## src/rtl/pipeline_control_unit_pkg.sv

```systemverilog
// -----------------------------------------------------------------------------
// pipeline_control_unit_pkg
// Shared definitions for the pipeline latch stages and their control unit:
//   - ctrl_t  : 2-bit latch control code (TRANSFER / STALL / BUBBLE / CLEAR)
//   - state_t : hazard/control state machine encoding
//   - load_use_hazard() : load-use dependency detector
// -----------------------------------------------------------------------------
package pipeline_control_unit_pkg;

    // Latch control code understood by every pipeline latch stage.
    typedef enum logic [1:0] {
        CTRL_TRANSFER = 2'b00,  // latch captures its input
        CTRL_STALL    = 2'b01,  // latch holds its current content
        CTRL_BUBBLE   = 2'b10,  // latch loads a NOP
        CTRL_CLEAR    = 2'b11   // latch is cleared (reset only)
    } ctrl_t;

    // Control state machine encoding.
    typedef enum logic [1:0] {
        ST_RUN      = 2'b00,
        ST_LU_HOLD  = 2'b01,
        ST_MEM_WAIT = 2'b10,
        ST_HALTED   = 2'b11
    } state_t;

    localparam int REG_W = 5;

    // A load in EX whose destination feeds the ID instruction; r0 never
    // creates a dependency because it is hardwired to zero.
    function automatic logic load_use_hazard(
        input logic             mem_read,
        input logic [REG_W-1:0] rd,
        input logic [REG_W-1:0] rs,
        input logic [REG_W-1:0] rt
    );
        return mem_read && (rd != 5'd0) && ((rd == rs) || (rd == rt));
    endfunction

endpackage

```

## src/rtl/pipeline_control_unit_sat_counter.sv

```systemverilog
// -----------------------------------------------------------------------------
// sat_counter
// Saturating up-counter used for pipeline statistics.
// Ports:
//   clk   : clock, counts on posedge
//   rst   : synchronous active-high reset, clears count
//   inc   : increment request for this cycle
//   count : current count, sticks at all-ones
// -----------------------------------------------------------------------------
module sat_counter #(
    parameter int WIDTH = 16
) (
    input  logic             clk,
    input  logic             rst,
    input  logic             inc,
    output logic [WIDTH-1:0] count
);

    localparam logic [WIDTH-1:0] CNT_ONE = {{(WIDTH-1){1'b0}}, 1'b1};
    localparam logic [WIDTH-1:0] CNT_MAX = {WIDTH{1'b1}};

    logic [WIDTH-1:0] count_r;

    // Count register: clears on reset, increments until it reaches all-ones.
    always_ff @(posedge clk) begin
        if (rst) begin
            count_r <= {WIDTH{1'b0}};
        end else if (inc && (count_r != CNT_MAX)) begin
            count_r <= count_r + CNT_ONE;
        end else begin
            count_r <= count_r;
        end
    end

    assign count = count_r;

endmodule

```

## src/rtl/pipeline_control_unit.sv

```systemverilog
// -----------------------------------------------------------------------------
// pipeline_control_unit
// Central hazard controller for a 5-stage pipeline. It drives the control code
// of each pipeline latch plus the PC write enable, and keeps statistics.
// Ports:
//   clk, rst                 : clock, synchronous active-high reset
//   id_rs, id_rt             : source registers of the ID instruction
//   ex_rd, ex_mem_read       : destination / load flag of the EX instruction
//   ex_branch_taken          : branch resolved taken in EX
//   mem_busy                 : data memory cannot complete this cycle
//   wb_halt                  : halt instruction in WB
//   pc_we                    : PC write enable (combinational)
//   if_id_ctrl .. mem_wb_ctrl: latch control codes (combinational)
//   stall_cnt, flush_cnt, lu_cnt : saturating statistics counters
//   halted                   : pipeline frozen after a halt
// -----------------------------------------------------------------------------
module pipeline_control_unit
    import pipeline_control_unit_pkg::*;
#(
    parameter int CNT_W = 16
) (
    input  logic             clk,
    input  logic             rst,
    input  logic [4:0]       id_rs,
    input  logic [4:0]       id_rt,
    input  logic [4:0]       ex_rd,
    input  logic             ex_mem_read,
    input  logic             ex_branch_taken,
    input  logic             mem_busy,
    input  logic             wb_halt,
    output logic             pc_we,
    output logic [1:0]       if_id_ctrl,
    output logic [1:0]       id_ex_ctrl,
    output logic [1:0]       ex_mem_ctrl,
    output logic [1:0]       mem_wb_ctrl,
    output logic [CNT_W-1:0] stall_cnt,
    output logic [CNT_W-1:0] flush_cnt,
    output logic [CNT_W-1:0] lu_cnt,
    output logic             halted
);

    state_t state_r;
    state_t state_nxt_s;

    ctrl_t  if_id_s;
    ctrl_t  id_ex_s;
    ctrl_t  ex_mem_s;
    ctrl_t  mem_wb_s;
    logic   pc_we_s;
    logic   flush_ev_s;
    logic   lu_ev_s;
    logic   stall_ev_s;
    logic   lu_hazard_s;

    assign lu_hazard_s = load_use_hazard(ex_mem_read, ex_rd, id_rs, id_rt);

    // State register.
    always_ff @(posedge clk) begin
        if (rst) begin
            state_r <= ST_RUN;
        end else begin
            state_r <= state_nxt_s;
        end
    end

    // Next state and latch controls, resolved in priority order. A branch or
    // load-use seen during mem_busy is not stored: the busy stall freezes the
    // pipeline, so the same inputs are presented again once memory is ready.
    always_comb begin
        state_nxt_s = ST_RUN;
        if_id_s     = CTRL_TRANSFER;
        id_ex_s     = CTRL_TRANSFER;
        ex_mem_s    = CTRL_TRANSFER;
        mem_wb_s    = CTRL_TRANSFER;
        pc_we_s     = 1'b1;
        flush_ev_s  = 1'b0;
        lu_ev_s     = 1'b0;
        if (rst) begin
            if_id_s     = CTRL_CLEAR;
            id_ex_s     = CTRL_CLEAR;
            ex_mem_s    = CTRL_CLEAR;
            mem_wb_s    = CTRL_CLEAR;
            pc_we_s     = 1'b0;
            state_nxt_s = ST_RUN;
        end else if ((state_r == ST_HALTED) || wb_halt) begin
            if_id_s     = CTRL_STALL;
            id_ex_s     = CTRL_STALL;
            ex_mem_s    = CTRL_STALL;
            mem_wb_s    = CTRL_STALL;
            pc_we_s     = 1'b0;
            state_nxt_s = ST_HALTED;
        end else if (mem_busy) begin
            if_id_s     = CTRL_STALL;
            id_ex_s     = CTRL_STALL;
            ex_mem_s    = CTRL_STALL;
            mem_wb_s    = CTRL_STALL;
            pc_we_s     = 1'b0;
            state_nxt_s = ST_MEM_WAIT;
        end else if (ex_branch_taken) begin
            // Squashing IF/ID and ID/EX also discards any load-use in ID.
            if_id_s     = CTRL_BUBBLE;
            id_ex_s     = CTRL_BUBBLE;
            flush_ev_s  = 1'b1;
            state_nxt_s = ST_RUN;
        end else if (lu_hazard_s && (state_r != ST_LU_HOLD)) begin
            // Masked in LU_HOLD: the load has already moved past EX.
            if_id_s     = CTRL_STALL;
            id_ex_s     = CTRL_BUBBLE;
            pc_we_s     = 1'b0;
            lu_ev_s     = 1'b1;
            state_nxt_s = ST_LU_HOLD;
        end else begin
            state_nxt_s = ST_RUN;
        end
    end

    assign if_id_ctrl  = if_id_s;
    assign id_ex_ctrl  = id_ex_s;
    assign ex_mem_ctrl = ex_mem_s;
    assign mem_wb_ctrl = mem_wb_s;
    assign pc_we       = pc_we_s;
    assign halted      = (state_r == ST_HALTED) && !rst;

    // The halt-entry cycle counts as a stall; frozen cycles afterwards do not.
    assign stall_ev_s  = !pc_we_s && (state_r != ST_HALTED) && !rst;

    sat_counter #(.WIDTH(CNT_W)) u_stall_cnt (
        .clk   (clk),
        .rst   (rst),
        .inc   (stall_ev_s),
        .count (stall_cnt)
    );

    sat_counter #(.WIDTH(CNT_W)) u_flush_cnt (
        .clk   (clk),
        .rst   (rst),
        .inc   (flush_ev_s),
        .count (flush_cnt)
    );

    sat_counter #(.WIDTH(CNT_W)) u_lu_cnt (
        .clk   (clk),
        .rst   (rst),
        .inc   (lu_ev_s),
        .count (lu_cnt)
    );

endmodule

```

## config.mk

```make
export PLATFORM = sky130hd
export DESIGN_NAME = pipeline_control_unit
export DESIGN_NICKNAME = d
export VERILOG_FILES = /design/src/rtl/pipeline_control_unit_pkg.sv /design/src/rtl/pipeline_control_unit_sat_counter.sv /design/src/rtl/pipeline_control_unit.sv
export SDC_FILE = /design/constraint.sdc
export NUM_CORES = 1
export LEC_CHECK = 0
export ABC_AREA = 1
export CAP_MARGIN = 15
export CORE_MARGIN = 4
export CORE_UTILIZATION = 55
export CTS_CLUSTER_DIAMETER = 50
export DETAILED_ROUTE_END_ITERATION = 7
export DONT_BUFFER_PORTS = 1
export PLACE_DENSITY = 0.7
export SYNTH_ARGS = -nofsm -noshare
export SYNTH_HDL_FRONTEND = slang
export SYNTH_SLANG_ARGS = --single-unit
```

## constraint.sdc

```tcl
create_clock -name clk -period 2.1 [get_ports clk]
set_input_delay 0.21 -clock clk [delete_from_list [all_inputs] [get_ports clk]]
set_output_delay 0.21 -clock clk [all_outputs]
set_load 0.01 [all_outputs]
```

==> results.yml <==
status:
  status: "completed"
logic_synthesis:
  yosysTopAreaCellShare: 0.3335
  synth.distinct_cells: 34
  ys_seq_area_frac: 0.3335
  yosysMostFrequentCell: "nand2_1"
  synth_area_leaders: "dfxtp_1 33%, nand2_1 15%, nand3_1 8.2%"
  ys_async_sr_fraction: 0
  ys_warn_count: 0
  yosys.area.top_type: "dfxtp_1"
  synth_edf_count: 0
  synthesis.nets: 492
  ys_seq_elements: 50
  yosys_most_used_dff: "dfxtp_1"
  netlist_top_cells_count: "116 x nand2_1, 60 x nor2_1, 57 x inv_1"
  netlist_instances: 468
  syn_area_sq_um: 3002
  synth_area_per_cell_sq_um: 6.414
clock_tree:
  cts.path.max_buffers: 2
  clk_latency_ns: 0.30
  cts_setup_buffers: 0
  cts_tree: "done"
  cts-root-buf: "clkbuf_8"
  h-tree-depth: 2
  clk_pin_slew_ns: 0.08
  numClockSinks: 50
  numCtsBuffers: 5
floorplan:
  core_sq_um: 5205
  start_util: 0.5767
  die_h_microns: 81.88
  num_rows: 26
  die-area_sq_um: 6704
  pin_count: 79
  die_x_microns: 81.88
sta:
  post-route-period-util: 0.9214
  fmax_ghz: 0.5168
  setup_tns_ns: 0
  drv_slew: 0
  clock_skew_ns: 0.008416
  slew_headroom: 0.2895
  tightestPinTransition_ns: 1.062
  grt_setup_unrepaired: "no"
  finalHoldViolations: 0
  period_minus_slack_ns: 1.935
  finalSetupViolations: 0
setup_path:
  required_ns: 2.34
  cp_max_fo: 30
  rr_worst_depth: 10
  path_buf_inv: 1
  path_cells: "ha_1 -> nand3_1 -> nor3_2 -> nand3_1 -> o21ai_1 -> nor2_4 -> nand3_1 -> nand2_1 -> inv_1 -> nor2_1"
  crit_start: "u_lu_cnt.count[0]$_SDFFE_PP0P_"
  max_stage_delay_ns: 0.50
  worstSetupEndpointType: "register"
  crit_path_frequent_cell: "nand3_1"
  crit_path_end: "u_lu_cnt.count[15]$_SDFFE_PP0P_"
  crit_type: "reg -> reg"
  path_delay_family: "simple AND/OR/NAND/NOR gates"
  slowest_stage: "nor2_4"
  worst-path-stages: 10
  cp.arrival_ns: 2.17
  r2r_setup_slack_ns: 0.17
  r2r_start: "u_lu_cnt.count[0]$_SDFFE_PP0P_"
  start_kind: "register"
  reg2reg_to: "u_lu_cnt.count[15]$_SDFFE_PP0P_"
routing:
  wl_per_cell_microns: 12.84
  drc: 0
  ant_nets: 0
  wl_microns: 7077
  firstDrtPassIters: 4
  drt_iter0_markers: 145
  vias: 2916
  vias_per_cell: 5.292
hold_path:
  min_path_type: "in -> reg"
grt:
  grt_max_degree: 31
  grt.total_usage: 0.2247
  grt_pass1_vias: 2775
  grt_pass1_wl_microns: 12010
  antenna_found_initial: 0
  overflow: 0
cells_and_area:
  regArea_sq_um: 1001
  diodes: 0
  nFillCells: 496
  drive_above_1_share: 0.1019
  final_cell_area_sq_um: 3246
  syn2layout_area_growth_pct: 8.128
  multi_input_area_sq_um: 1665
  fin_nets: 505
placed_design:
  place_congestion: 0.8860
  dp_hpwl_microns: 5274
  port_buffers: 0
  placed_area_sq_um: 3149
power_and_ir_drop:
  peakVddDrop_v: 0.0003885
  pwr_density_cell_nw_per_um2: 503.7
  power_leakage_nw: 1.374
flow_run:
  cap_viol_max_count: 0
[report_power, final]
group,switching [W],internal [W]
Sequential,0.00000459,0.000955
Combinational,0.0000926,0.0000453
Clock,0.000307,0.000230
[through the flow]
step	hold WS [ns]	util	setup slack, ns	total power (W)	std cells
3_5_place_dp	0.2849	0.6050	-0.1161	0.001110	543
4_1_cts	0.06639	0.6226	0.1286	0.001649	551
5_1_grt	0.06703	0.6236	0.002558	0.001711	551
2_1_floorplan	0.3820	-	0.3919	0.001097	468
6_report	0.06835	0.6236	0.1650	0.001635	551
3_3_place_gp	0.2829	0.6050	0.02486	0.001108	543
[logic make-up after synthesis]
group / count (synthesis) / synth area share
AND/OR/NAND/NOR: 265 / 0.3914
flip-flops: 50 / 0.3335
AO/OA/AOI/OAI: 47 / 0.08337
XOR/XNOR: 22 / 0.06419
buffers and inverters: 81 / 0.1150
adder cells (fa/ha/maj): 3 / 0.01251
[layout make-up]
cell class | instances | area share
Timing Repair Buffer | 23 | 0.05397
Multi-Input combinational cell | 337 | 0.5131
Inverter | 64 | 0.07402
Sequential cell | 50 | 0.3084
Clock buffer | 7 | 0.02352
Tap cell | 70 | 0.02699
[worst reg2reg max path: cells and delay by family, from the launching register on]
family                     cells  cell delay, ns
and+or+nand+nor                7            1.17
DFF                            1            0.33
AOI/OAI and AO/OA              1            0.11
adders and majority gates      1            0.23
buffers and inverters          1            0.04
[placed cells by master (no fill, tap or decap), drive strengths merged]
cell / instances
a21oi: 33
nor3: 12
buf: 22
o21a: 1
nor2: 67
a31o: 1
dlygate4sd3: 1
nand4: 11
xnor2: 6
clkinv: 1
dfxtp: 50
inv: 63
nand3: 49
a31oi: 2
nor4: 3
xor2: 16
o21ai: 9
clkbuf: 7
ha: 3
o31ai: 1
nor3b: 2
or2: 1
nand2: 120
[per-layer routing]
metal / GRT usage / wire length, microns / vias up / share of wire
met5: 0 / 0 / - / 0
met4: 0.05482 / 43 / 0 / 0.0061
met3: 0.07127 / 543 / 4 / 0.077
met2: 0.4047 / 3415 / 67 / 0.48
met1: 0.2557 / 3074 / 1335 / 0.43
li1: - / - / 1510 / -
[repair_timing]
action | 4_1_cts | 5_1_grt
gates resized for setup | 1 | 1
cloned | 0 | 0
pin swaps | 0 | 1
hold buffers | 1 | 0
endpoints found under the hold margin | 27 | 0
setup endpoints to repair | 16 | 3
[how the worst min path moves through the flow]
| stage | from | endpoint | slack (ns) | cells after the start |
|---|---|---|---|---|
| finish | rst | u_lu_cnt.count[0]$_SDFFE_PP0P_ | 0.07 | 2 |
| floorplan | wb_halt | state_r[0]$_SDFF_PP0_ | 0.38 | 2 |
| CTS | rst | u_lu_cnt.count[0]$_SDFFE_PP0P_ | 0.07 | 2 |
| global placement | rst | u_stall_cnt.count[8]$_SDFFE_PP0P_ | 0.28 | 1 |
| global route | rst | u_lu_cnt.count[0]$_SDFFE_PP0P_ | 0.07 | 2 |
| detailed placement | rst | u_stall_cnt.count[3]$_SDFFE_PP0P_ | 0.28 | 1 |
[flip-flops by register name, summed over array words and instances, names as in the netlist]
register	flops
u_lu_cnt.count	16
u_stall_cnt.count	16
u_flush_cnt.count	16
state_r	2
Power figures use the tool's default switching activity.
